$ cat config.mk
export PLATFORM = sky130hd
export DESIGN_NAME = soc_mem2_port_arbiter_flat
export DESIGN_NICKNAME = d
export VERILOG_FILES = /design/src/rtl/soc_mem2_port_arbiter_pkg.sv /design/src/rtl/soc_mem2_port_arbiter_if.sv /design/src/rtl/soc_mem2_port_arbiter_rr_pick.sv /design/src/rtl/soc_mem2_port_arbiter.sv /design/src/flat_wrapper.sv
export SDC_FILE = /design/constraint.sdc
export NUM_CORES = 1
export LEC_CHECK = 0
export BUFFER_PORTS_ARGS = -buffer_cell sky130_fd_sc_hd__buf_4
export CAP_MARGIN = 40
export CORE_MARGIN = 5
export CORE_UTILIZATION = 34
export DETAILED_ROUTE_END_ITERATION = 8
export HOLD_SLACK_MARGIN = 0.15
export PLACE_DENSITY = 0.82
export SLEW_MARGIN = 0
export SYNTH_ARGS = -nofsm -noshare
export SYNTH_HDL_FRONTEND = slang
export SYNTH_SLANG_ARGS = --single-unit
$ cat constraint.sdc
create_clock -name clk -period 2.3 [get_ports clk]
set_input_delay 0.345 -clock clk [delete_from_list [all_inputs] [get_ports clk]]
set_output_delay 0.345 -clock clk [all_outputs]
set_load 0.01 [all_outputs]
$ cat src/rtl/soc_mem2_port_arbiter_pkg.sv
// Shared types and constants for the 16-bit buffer port arbiter.
package soc_mem2_pkg;

  localparam int ADDR_W = 11;
  localparam int DATA_W = 16;
  localparam int BE_W   = DATA_W / 8;

  // IDLE: nobody holds the port; OWN0/OWN1: requester 0/1 holds it through lock.
  typedef enum logic [1:0] {
    IDLE = 2'd0,
    OWN0 = 2'd1,
    OWN1 = 2'd2
  } arb_state_t;

  typedef struct packed {
    logic              we;
    logic [ADDR_W-1:0] addr;
    logic [DATA_W-1:0] wdata;
    logic [BE_W-1:0]   be;
  } req_cmd_t;

endpackage

$ cat src/rtl/soc_mem2_port_arbiter_if.sv
// One requester's handshake toward the buffer port arbiter.
interface soc_mem2_req_if;
  import soc_mem2_pkg::*;

  logic              req;
  logic              we;
  logic              lock;
  logic [ADDR_W-1:0] addr;
  logic [DATA_W-1:0] wdata;
  logic [BE_W-1:0]   be;
  logic              gnt;
  logic              rvalid;
  logic [DATA_W-1:0] rdata;

  modport master (output req, we, lock, addr, wdata, be,
                  input  gnt, rvalid, rdata);

  modport slave  (input  req, we, lock, addr, wdata, be,
                  output gnt, rvalid, rdata);

endinterface

$ cat src/rtl/soc_mem2_port_arbiter_rr_pick.sv
// Two-way round-robin picker with owner preference and burst-limit yield.
module soc_mem2_rr_pick (
  input  logic [1:0] req,
  input  logic       last_owner,
  input  logic       owner_valid,
  input  logic       owner,
  input  logic       burst_exhausted,
  output logic [1:0] grant
);

  // An owner keeps the port until its burst runs out while the other side waits.
  always_comb begin
    grant = 2'b00;
    if (owner_valid) begin
      if (req[owner] && !burst_exhausted) begin
        grant[owner] = 1'b1;
      end else if (req[~owner]) begin
        grant[~owner] = 1'b1;
      end else if (req[owner]) begin
        grant[owner] = 1'b1;
      end
    end else begin
      if (req == 2'b11) begin
        grant[~last_owner] = 1'b1;
      end else begin
        grant = req;
      end
    end
  end

endmodule

$ cat src/rtl/soc_mem2_port_arbiter.sv
// Arbiter sharing the 16-bit buffer port between the sample writer (0)
// and the readout/DMA engine (1); one memory transaction per clock.
module soc_mem2_port_arbiter
  import soc_mem2_pkg::*;
#(
  parameter int MAX_BURST = 8
) (
  input  logic              clk,
  input  logic              reset,
  soc_mem2_req_if.slave     rq0,
  soc_mem2_req_if.slave     rq1,
  output logic [ADDR_W-1:0] mem_address,
  output logic [BE_W-1:0]   mem_byteenable,
  output logic              mem_chipselect,
  output logic              mem_write,
  output logic [DATA_W-1:0] mem_writedata,
  output logic              mem_clken,
  input  logic [DATA_W-1:0] mem_readdata,
  output logic              busy
);

  localparam logic [7:0] MAX_B = 8'(MAX_BURST);

  arb_state_t state;
  logic       last_owner;
  logic [7:0] burst_cnt;
  logic       rvalid0_q;
  logic       rvalid1_q;

  req_cmd_t   cmd0;
  req_cmd_t   cmd1;
  req_cmd_t   cmd_g;
  logic [1:0] pick;
  logic [1:0] grant;
  logic       gnt_any;
  logic       gidx;
  logic       lock_g;
  logic       owner_valid;
  logic       owner;
  logic       owner_lock;
  logic       burst_exhausted;

  assign cmd0 = {rq0.we, rq0.addr, rq0.wdata, rq0.be};
  assign cmd1 = {rq1.we, rq1.addr, rq1.wdata, rq1.be};

  assign owner_valid     = (state != IDLE);
  assign owner           = (state == OWN1);
  assign owner_lock      = owner ? rq1.lock : rq0.lock;
  assign burst_exhausted = (burst_cnt >= MAX_B);

  soc_mem2_rr_pick u_pick (
    .req             ({rq1.req, rq0.req}),
    .last_owner      (last_owner),
    .owner_valid     (owner_valid),
    .owner           (owner),
    .burst_exhausted (burst_exhausted),
    .grant           (pick)
  );

  // Reset silences the port even if requests are already asserted.
  assign grant   = reset ? 2'b00 : pick;
  assign gnt_any = |grant;
  assign gidx    = grant[1];
  assign cmd_g   = gidx ? cmd1 : cmd0;
  assign lock_g  = gidx ? rq1.lock : rq0.lock;

  assign rq0.gnt = grant[0];
  assign rq1.gnt = grant[1];

  // Memory controls are active only in a grant cycle, so q holds its last word otherwise.
  assign mem_chipselect = gnt_any;
  assign mem_clken      = gnt_any;
  assign mem_write      = gnt_any & cmd_g.we;
  assign mem_address    = gnt_any ? cmd_g.addr  : '0;
  assign mem_writedata  = gnt_any ? cmd_g.wdata : '0;
  assign mem_byteenable = gnt_any ? cmd_g.be    : '0;

  assign rq0.rvalid = rvalid0_q;
  assign rq1.rvalid = rvalid1_q;
  assign rq0.rdata  = mem_readdata;
  assign rq1.rdata  = mem_readdata;
  assign busy       = owner_valid;

  // Ownership FSM, burst counter and one-cycle read-valid pipeline.
  always_ff @(posedge clk) begin
    if (reset) begin
      state      <= IDLE;
      last_owner <= 1'b1;
      burst_cnt  <= 8'd0;
      rvalid0_q  <= 1'b0;
      rvalid1_q  <= 1'b0;
    end else begin
      rvalid0_q <= grant[0] & ~rq0.we;
      rvalid1_q <= grant[1] & ~rq1.we;
      if (gnt_any) begin
        last_owner <= gidx;
        if (lock_g) begin
          state <= gidx ? OWN1 : OWN0;
          if (owner_valid && (owner == gidx)) begin
            if (burst_cnt < MAX_B) begin
              burst_cnt <= burst_cnt + 8'd1;
            end
          end else begin
            burst_cnt <= 8'd1;
          end
        end else begin
          state     <= IDLE;
          burst_cnt <= 8'd0;
        end
      end else if (owner_valid && !owner_lock) begin
        state     <= IDLE;
        burst_cnt <= 8'd0;
      end
    end
  end

endmodule

$ cat src/flat_wrapper.sv
// flat-port wrapper written by rule: the top's interface ports become plain ports
module soc_mem2_port_arbiter_flat import soc_mem2_pkg::*;
#(
  parameter int MAX_BURST = 8
)
  (clk, reset, mem_address, mem_byteenable, mem_chipselect, mem_write, mem_writedata, mem_clken, mem_readdata, busy, rq0_req, rq0_we, rq0_lock, rq0_addr, rq0_wdata, rq0_be, rq0_gnt, rq0_rvalid, rq0_rdata, rq1_req, rq1_we, rq1_lock, rq1_addr, rq1_wdata, rq1_be, rq1_gnt, rq1_rvalid, rq1_rdata);
  soc_mem2_req_if rq0_i ();
  soc_mem2_req_if rq1_i ();
  input  logic clk;
  input  logic reset;
  output logic [ADDR_W-1:0] mem_address;
  output logic [BE_W-1:0] mem_byteenable;
  output logic mem_chipselect;
  output logic mem_write;
  output logic [DATA_W-1:0] mem_writedata;
  output logic mem_clken;
  input  logic [DATA_W-1:0] mem_readdata;
  output logic busy;
  input wire logic [$bits(rq0_i.req)-1:0] rq0_req;
  input wire logic [$bits(rq0_i.we)-1:0] rq0_we;
  input wire logic [$bits(rq0_i.lock)-1:0] rq0_lock;
  input wire logic [$bits(rq0_i.addr)-1:0] rq0_addr;
  input wire logic [$bits(rq0_i.wdata)-1:0] rq0_wdata;
  input wire logic [$bits(rq0_i.be)-1:0] rq0_be;
  output wire logic [$bits(rq0_i.gnt)-1:0] rq0_gnt;
  output wire logic [$bits(rq0_i.rvalid)-1:0] rq0_rvalid;
  output wire logic [$bits(rq0_i.rdata)-1:0] rq0_rdata;
  input wire logic [$bits(rq1_i.req)-1:0] rq1_req;
  input wire logic [$bits(rq1_i.we)-1:0] rq1_we;
  input wire logic [$bits(rq1_i.lock)-1:0] rq1_lock;
  input wire logic [$bits(rq1_i.addr)-1:0] rq1_addr;
  input wire logic [$bits(rq1_i.wdata)-1:0] rq1_wdata;
  input wire logic [$bits(rq1_i.be)-1:0] rq1_be;
  output wire logic [$bits(rq1_i.gnt)-1:0] rq1_gnt;
  output wire logic [$bits(rq1_i.rvalid)-1:0] rq1_rvalid;
  output wire logic [$bits(rq1_i.rdata)-1:0] rq1_rdata;
  assign rq0_i.req = rq0_req;
  assign rq0_i.we = rq0_we;
  assign rq0_i.lock = rq0_lock;
  assign rq0_i.addr = rq0_addr;
  assign rq0_i.wdata = rq0_wdata;
  assign rq0_i.be = rq0_be;
  assign rq0_gnt = rq0_i.gnt;
  assign rq0_rvalid = rq0_i.rvalid;
  assign rq0_rdata = rq0_i.rdata;
  assign rq1_i.req = rq1_req;
  assign rq1_i.we = rq1_we;
  assign rq1_i.lock = rq1_lock;
  assign rq1_i.addr = rq1_addr;
  assign rq1_i.wdata = rq1_wdata;
  assign rq1_i.be = rq1_be;
  assign rq1_gnt = rq1_i.gnt;
  assign rq1_rvalid = rq1_i.rvalid;
  assign rq1_rdata = rq1_i.rdata;
  soc_mem2_port_arbiter #(.MAX_BURST(MAX_BURST)) u_core (.clk(clk), .reset(reset), .rq0(rq0_i), .rq1(rq1_i), .mem_address(mem_address), .mem_byteenable(mem_byteenable), .mem_chipselect(mem_chipselect), .mem_write(mem_write), .mem_writedata(mem_writedata), .mem_clken(mem_clken), .mem_readdata(mem_readdata), .busy(busy));
endmodule
==> results.md <==
* DP Area at 1870 um^2
* Final setup violation count at 0
* GRT met2 Usage at 27.1%
* Top flip-flop cell by instance count after synthesis: dfxtp_1
* Crit path required time at 1.96 ns
* Footprint of the multi-input gates at 728 um^2
* Top area cells in the synthesized netlist: a22o_1 (20%), dfxtp_1 (20%), buf_4 (19%)
* Mapped Area at between 1000 and 1500 um^2
* # hold bufs at CTS at 0
* RSZ-0062 raised after global routing: false
* Drt wl/cell at 16.1 um
* Share of cells above drive strength 1 at a little under three fifths
* Cells after Synth at 152
* Die ar. at 5130 um^2
* Post-synth cell types at 45
* Layout fillers at between 300 and 400
* Slew Limit Headroom at between 70% and 80%
* Setup TNS at 0 ns
* Largest net degree at the start of global routing at 26
* Vias per cell at 5.07
* M1 GR Usage at 16.8%
* Cell Pwr Density at 417 nW/um^2
* Startpoint Class: flop
* Crit path kind: reg -> out
* Post-synth top area cell: a22o_1
* Die Wd at a little over 70 um
* Reg clk slew, reported paths at roughly 0.06 ns
* YS warnings at 0
* TritonRoute pass-1 iters at 4
* Synth top cells by count: buf_4 (33), a22o_1 (30), dfxtp_1 (13), nand2_1 (8), buf_2 (7)
* Num CTS Buffers at 3
* Die Span Y at just over 70 um
* Grt met3 use at 3.51%
* Final WL at 4340 um
* Syn avg cell area at 8.49 um^2
* Cells after DPL at 265
* Pre-CTS setup slack at ~0.32 ns
* Top-count cell post-synth: buf_4
* Max frequency at ~0.45 GHz
* Slew Viols, Final at 0
* Root buf cell: clkbuf_8
* DR vias at 1368
* Max clock buf depth at 2
* Num ports at between 150 and 200
* 1st-iter DRT viols at 38
* R2r worst-path depth at 7
* Hold slack at between 0.2 and 0.3 ns
* Initial antenna violation count at 0
* Gr busiest metal: met2
* IO Port Bufs at 102
* Hold path depth at 2
* Seq/Total Area, Yosys at about a fifth
* GRT overflow at 0
* Actual slew at the worst max-slew pin at 0.358 ns
* Fin area at 1920 um^2
* Max Cap Viol at 0
* GRT Total Usage at 14.9%
* Non-Filler Instances at 270
* Final worst slack at 0.0742 ns
* Antenna cells at 0
* Post-CTS Resized at 0
* Syn nets at 236
* Core area at 3660 um^2
* Hpwl dp at 3630 um
* Fin. Hold Viols at 0
* Status: completed
* Vias in the first global route at approximately 1400
* Design Power at 0.803 mW
* Reg area at 260 um^2
* Area growth from synthesis to layout at 49.2%
* Crit end category: output port
* Skew final at 0.00458 ns
* H-tree levels at 1
* Worst EP arrival at roughly 1.9 ns
* First-pass GRT wire length at roughly 6300 um
* CTS sink cnt at 13
* Number of remaining DRC errors at 0
* Hold/Removal Path Class: in -> reg
* Core Util, Final at a little over half
* Core Rows at 22
* GPL Wtd Cong at 0.785
* Leakage power at 0.956 nW
* Clock Latency Late Sink at about 0.24 ns
* Post-synth top area share at 20.4%
* Starting Density at a little over a third
* Maximum VDD drop at 0.197 mV
* Period utilization at 96.8%
* Fin nets at 307
* Synth Register Bits at 13
* Ys async rst share at 0%
* CTS tree: built
* EDFF count, synth at 0
* Crit path max fanout at 25
* Routed Antenna Nets at 0
* Final min period at between 2 and 2.5 ns
power breakdown:
group | switching (mW) | leakage, nW | internal [mW]
clock network | 0.0825 | 0.0228 | 0.122
logic | 0.150 | 0.828 | 0.210
registers | 0.00714 | 0.106 | 0.232
total | 0.239 | 0.956 | 0.564
placed cells by master (no fill, tap or decap), drive strengths merged, types with 3 or more instances in the layout:
master	n
inv	4
nand2	9
a22o	30
nand3	4
buf	107
clkbuf	4
dfxtp	13
a21oi	3
a31oi	4
nor2	4
nor3	4
and2	4
nor2b	5
worst max-delay path, stage by stage (launching register included):
cell and delay, ns:
dfxtp_1 0.49, or2_1 0.20, o221a_1 0.22, a31oi_4 0.14
buf_12 0.19, a22o_1 0.25, buf_4 0.14
flip-flops by register name (all words and copies together), names as in the netlist:
signal	count
u_core.burst_cnt	8
u_core.last_owner	1
u_core.state	2
u_core.rq0.rvalid	1
u_core.rq1.rvalid	1
path summary, 6_finish.rpt:
path / from / endpoint / slack, ns
min reg2reg: u_core.burst_cnt[5]$_SDFFE_PP0P_ / u_core.burst_cnt[5]$_SDFFE_PP0P_ / 0.50
min: rq1_we / u_core.rq1.rvalid$_SDFF_PP0_ / 0.26
max reg2reg: u_core.state[0]$_SDFFE_PP0P_ / u_core.burst_cnt[4]$_SDFFE_PP0P_ / 0.34
max: u_core.state[0]$_SDFFE_PP0P_ / mem_writedata[13] / 0.07
logic make-up after synthesis:
kind of cell / share of synthesized area (%)
adder cells (fa/ha/maj): 1.94
flip-flops: 20.2
buffers and inverters: 23.4
AND/OR/NAND/NOR: 18.2
AO/OA/AOI/OAI: 35.5
multiplexers: 0.776
layout make-up:
class	count	share of cell area (%)
well taps	48	3.12
inverters	4	0.780
flip-flops and latches	13	13.5
repair buffers	107	42.4
multi-input cells	94	37.8
clock buffers	4	2.34
per-layer routing:
layer / vias up / wire [um]
li1: 667 / -
met1: 633 / 1680
met2: 56 / 2200
met3: 12 / 395
met4: 0 / 68
met5: - / 0
timing repair:
| item | in CTS | in global routing |
|---|---|---|
| setup buffers | 0 | 1 |
| endpoints found under the hold margin | 0 | 0 |
| endpoints found under the setup margin | 0 | 20 |
(Power assumes the default switching activity.)
